$ cat config.mk
export PLATFORM = sky130hd
export DESIGN_NAME = serial_adder
export DESIGN_NICKNAME = d
export VERILOG_FILES = /design/src/rtl/serial_adder_pkg.sv /design/src/rtl/serial_adder_fa_cell.sv /design/src/rtl/serial_adder.sv
export SDC_FILE = /design/constraint.sdc
export NUM_CORES = 1
export LEC_CHECK = 0
export CAP_MARGIN = 20
export CORE_AREA = 2 2 56 58
export DETAILED_ROUTE_END_ITERATION = 16
export DIE_AREA = 0 0 58 60
export HOLD_SLACK_MARGIN = 0.1
export PLACE_DENSITY_LB_ADDON = 0.15
export SLEW_MARGIN = 30
export SYNTH_ARGS = -nofsm -noshare
export SYNTH_HDL_FRONTEND = slang
export SYNTH_SLANG_ARGS = --single-unit
$ cat constraint.sdc
create_clock -name clk -period 1.7 [get_ports clk]
set_input_delay 0.51 -clock clk [delete_from_list [all_inputs] [get_ports clk]]
set_output_delay 0.51 -clock clk [all_outputs]
set_load 0.05 [all_outputs]
$ cat src/rtl/serial_adder_pkg.sv
// Shared types and constants for the bit-serial adder.
// The optional overflow output is enabled by defining SERIAL_ADDER_OVF_EN.
package serial_adder_pkg;

    typedef enum logic [1:0] {
        IDLE  = 2'd0,
        SHIFT = 2'd1,
        DONE  = 2'd2
    } state_t;

    localparam int DEFAULT_WIDTH = 8;

    function automatic bit width_ok(input int width);
        return (width >= 1) && (width <= 64);
    endfunction

endpackage

$ cat src/rtl/serial_adder_fa_cell.sv
// One-bit full adder: the only arithmetic in the serial adder.
module fa_cell (
    input  logic a,
    input  logic b,
    input  logic ci,
    output logic s,
    output logic co
);

    assign s  = a ^ b ^ ci;
    assign co = (a & b) | (a & ci) | (b & ci);

endmodule

$ cat src/rtl/serial_adder.sv
// Bit-serial WIDTH-bit adder: operands are added LSB-first, one bit per clock.
// Define SERIAL_ADDER_OVF_EN to add the signed-overflow output ovf.
module serial_adder
    import serial_adder_pkg::*;
#(
    parameter int WIDTH = DEFAULT_WIDTH
) (
    input  logic             clk,
    input  logic             rst,
    input  logic             in_valid,
    output logic             in_ready,
    input  logic [WIDTH-1:0] a,
    input  logic [WIDTH-1:0] b,
    input  logic             cin,
    output logic             out_valid,
    input  logic             out_ready,
    output logic [WIDTH-1:0] sum,
    output logic             cout,
    output logic             busy
`ifdef SERIAL_ADDER_OVF_EN
    ,
    output logic             ovf
`endif
);

    localparam int CNT_W = $clog2(WIDTH + 1);
    localparam logic [CNT_W-1:0] LAST = CNT_W'(WIDTH - 1);

    if (!width_ok(WIDTH)) begin : g_bad_width
        $error("serial_adder: WIDTH must be in 1..64");
    end

    state_t           state;
    state_t           state_next;
    logic [WIDTH-1:0] a_sr;
    logic [WIDTH-1:0] b_sr;
    logic [WIDTH-1:0] sum_sr;
    logic [WIDTH-1:0] sum_shifted;
    logic             carry;
    logic [CNT_W-1:0] cnt;
    logic             fa_s;
    logic             fa_co;

    fa_cell u_fa (
        .a  (a_sr[0]),
        .b  (b_sr[0]),
        .ci (carry),
        .s  (fa_s),
        .co (fa_co)
    );

    // NOTE: every always_comb output gets a default first so no latch is inferred.
    always_comb begin
        sum_shifted            = sum_sr >> 1;
        sum_shifted[WIDTH-1]   = fa_s;
    end

    always_comb begin
        state_next = state;
        case (state)
            IDLE:    if (in_valid) state_next = SHIFT;
            SHIFT:   if (cnt == LAST) state_next = DONE;
            DONE:    if (out_ready) state_next = IDLE;
            default: state_next = IDLE;
        endcase
    end

    // NOTE: sequential state uses non-blocking assignments so all registers update together.
    always_ff @(posedge clk) begin
        if (rst) state <= IDLE;
        else     state <= state_next;
    end

    always_ff @(posedge clk) begin
        if (rst) begin
            a_sr   <= '0;
            b_sr   <= '0;
            sum_sr <= '0;
            carry  <= 1'b0;
            cnt    <= '0;
        end else begin
            case (state)
                IDLE: begin
                    if (in_valid) begin
                        a_sr  <= a;
                        b_sr  <= b;
                        carry <= cin;
                        cnt   <= '0;
                    end
                end
                SHIFT: begin
                    a_sr   <= a_sr >> 1;
                    b_sr   <= b_sr >> 1;
                    sum_sr <= sum_shifted;
                    carry  <= fa_co;
                    cnt    <= cnt + 1'b1;
                end
                default: ;
            endcase
        end
    end

`ifdef SERIAL_ADDER_OVF_EN
    logic msb_ci;

    // The carry FF still holds the carry into the MSB just before the last shift edge.
    always_ff @(posedge clk) begin
        if (rst)                                msb_ci <= 1'b0;
        else if (state == SHIFT && cnt == LAST) msb_ci <= carry;
    end

    assign ovf = msb_ci ^ carry;
`endif

    assign in_ready  = (state == IDLE);
    assign out_valid = (state == DONE);
    assign busy      = (state != IDLE);
    assign sum       = sum_sr;
    assign cout      = carry;

endmodule

==> results.md <==
- Drt first pass iters: 4
- Vias per inst: 5.49
- VDD IR-drop max: 0.000794 V
- TNS Setup: 0 ps
- Register area share after synthesis: 0.437
- Number of synthesized flops with an enable pin: 0
- Power Density: 803 mW/mm²
- Worst-path fanout max: 7
- Share of post-route cells with drive strength above 1: 0.289
- Vias: 1,247
- Syn. warnings: 0
- Final setup violation count: 0
- Rows: 20
- CTS tree: built
- Die area: 0.00348 mm²
- Top post-synthesis cells by count: dfxtp_1, nor2_1, nand2_1
- Number of DRC markers in iteration 0: 52
- Leakage: 0.766 nW
- H-Tree Depth: 2
- CTS Buf Count: 5
- Ys flop type: dfxtp_1
- Cells taking the most area after synthesis: dfxtp_1, a211oi_2, nor2_1
- Clock Pin Slew Worst Setup and Hold Paths: 90 ps
- Core area: 0.00290 mm²
- Post-place setup slack: -113 ps
- Post-synthesis register bit count: 31
- Slew Viols, Final: 0
- DP HPWL: 2.25 mm
- ANT nets after route: 0
- Critical path type: reg -> out
- Gate power share: 0.199
- Critical Path AT: 1140 ps
- R2R Path Start: state[0]$_SDFFE_PP0P_
- Setup ws final: 51.6 ps
- # diodes: 0
- Mapped Cells: 154
- Area Growth Syn to Fin: 40.9%
- RePlAce Congestion: 0.689
- Port bufs: 32
- Number of top-level pins: 33
- # hold bufs at CTS: 0
- P_sw: 430 µW
- Reg2reg path depth: 5
- Cell Int Power: 1.18 mW
- Final std cell area, no fill: 0.00200 mm²
- Worst reg2reg endpoint: sum[6]$_SDFFE_PP0N_
- Tot GR Track Use: 0.210
- Avg Synthesized Cell Area: 9.21 µm²
- Nets: 216
- Largest net degree at the start of global routing: 32
- Remaining Overflow, GRT: 0
- Number of global-route vias before repair: 1,254
- Sequential share of power: 0.502
- Height of the chip: 60 µm
- Die Width: 58 µm
- Max Fclk: 0.607 GHz
- Max Root-Sink Buffers: 2
- Cells after DPL: 216
- Synth unique cells: 31
- Post-Place Cell Area: 0.00190 mm²
- First-pass GRT wire length: 5.51 mm
- Fillers: 245
- Worst-Margin Slew: 629 ps
- Status: complete, no violations
- CP Launch Type: flop
- DR WL/cell: 14.4 µm
- Setup crit end kind: primary output
- Hold path cells: 2
- Switching Fraction: 0.268
- Root buffer cell: clkbuf_4
- Fraction of registers with async set/reset: 0
- Post-route minimum period: 1650 ps
- Top-count cell post-synth: dfxtp_1
- Clock skew: 9.46 ps
- HP Start: sum[0]$_SDFFE_PP0N_
- Worst EP required: 1190 ps
- Clk_lat worst skew: 320 ps
- Final Hold Viols: 0
- Clock network power share: 0.299
- Mapped Nets: 177
- Post-synth top area share: 0.437
- Initial Utilization: 0.489
- Drt drc: 0
- Max_cap viols: 0
- Worst min path class: reg -> reg
- Final period util: 0.970
- Slew headroom: 0.580
- R2r setup slk: 320 ps
- Hold Path Sink: sum[0]$_SDFFE_PP0N_
- Final wirelength: 3.27 mm
- Post-synthesis cell area: 0.00142 mm²
- Finished Layout Cells: 227
- Clock sinks: 31
- Initial antenna violation count: 0
- Most area-hungry cell type in the Yosys netlist: dfxtp_1
per-layer routing:
layer	wire length (µm)	vias to the layer above	GRT usage	share of wire
li1	-	624	-	-
met1	1370	589	0.244	0.42
met2	1680	27	0.357	0.51
met3	171	7	0.0519	0.052
met4	54	0	0.113	0.016
met5	0	-	0	0
cells in the final DEF (no fill, tap or decap), drive strengths merged, types with 2 or more instances in the layout:
cell / synthesis / routed
nand3: 2 / 2
a32oi: 2 / 2
dfxtp: 31 / 31
a21oi: 10 / 10
clkdlybuf4s50: 0 / 20
nand2: 18 / 18
nor2b: 2 / 2
inv: 4 / 4
clkbuf: 2 / 8
a211oi: 15 / 15
o2bb2ai: 8 / 8
o22ai: 6 / 6
a22oi: 2 / 2
nor2: 29 / 29
nand2b: 2 / 2
nor3: 2 / 2
buf: 10 / 24
final cells by class:
type / count / area [µm²] / area share
multi-input cells: 107 / 706 / 0.353
clock buffers: 8 / 68.8 / 0.0344
repair buffers: 44 / 543 / 0.272
flip-flops and latches: 31 / 626 / 0.313
inverters: 4 / 15.0 / 0.00751
well taps: 33 / 41.3 / 0.0207
registers in the layout (all words and copies together) (netlist names):
register,count
a_sr,8
b_sr,8
sum,8
cnt,4
state,2
cout,1
timing repair:
| action | in CTS | in global routing |
|---|---|---|
| endpoints found under the setup margin | 3 | 1 |
| gates resized for setup | 3 | 1 |
| pin swaps | 0 | 1 |
| setup buffers | 0 | 3 |
logic make-up after synthesis:
kind of cell | Yosys count | synth area share
adder cells (fa/ha/maj) | 2 | 0.0229
buffers and inverters | 16 | 0.0723
multiplexers | 1 | 0.00705
AO/OA/AOI/OAI | 47 | 0.275
AND/OR/NAND/NOR | 57 | 0.185
flip-flops | 31 | 0.437
through the flow:
step / hold slack (ps) / total power [mW] / util
after floorplan: 454 / 1.00 / -
after global placement: 470 / 1.12 / 0.655
after detailed placement: 495 / 1.13 / 0.655
after CTS: 508 / 1.61 / 0.680
after global routing: 534 / 1.68 / 0.689
final: 501 / 1.61 / 0.689
worst max-delay path by stage:
| stage | slack (ps) | end | cells after the start | startpoint |
|---|---|---|---|---|
| 2_1_floorplan | 4 | out_valid | 1 | state[1]$_SDFFE_PP0P_ |
| 3_3_place_gp | -30 | cnt[2]$_SDFFE_PP0P_ | 5 | in_valid |
| 4_1_cts | 20 | busy | 3 | state[0]$_SDFFE_PP0P_ |
| 3_5_place_dp | -110 | cnt[2]$_SDFFE_PP0P_ | 5 | in_valid |
| 5_1_grt | -10 | out_valid | 2 | state[1]$_SDFFE_PP0P_ |
| 6_report | 50 | out_valid | 2 | state[1]$_SDFFE_PP0P_ |
worst max-delay path, cell delays in order (launching register included):
cell     delay [ps]
dfxtp_2         420
nor2b_2         250
buf_12          160
power groups by stage:
stage                     registers, mW  clock network (mW)  logic (mW)
after floorplan                   0.827                   0       0.177
after global placement            0.821                   0       0.300
after detailed placement          0.824                   0       0.308
after CTS                         0.808               0.493       0.311
after global routing              0.810               0.522       0.349
final                             0.805               0.480       0.320
No activity file was read; power rests on OpenSTA's default activity.
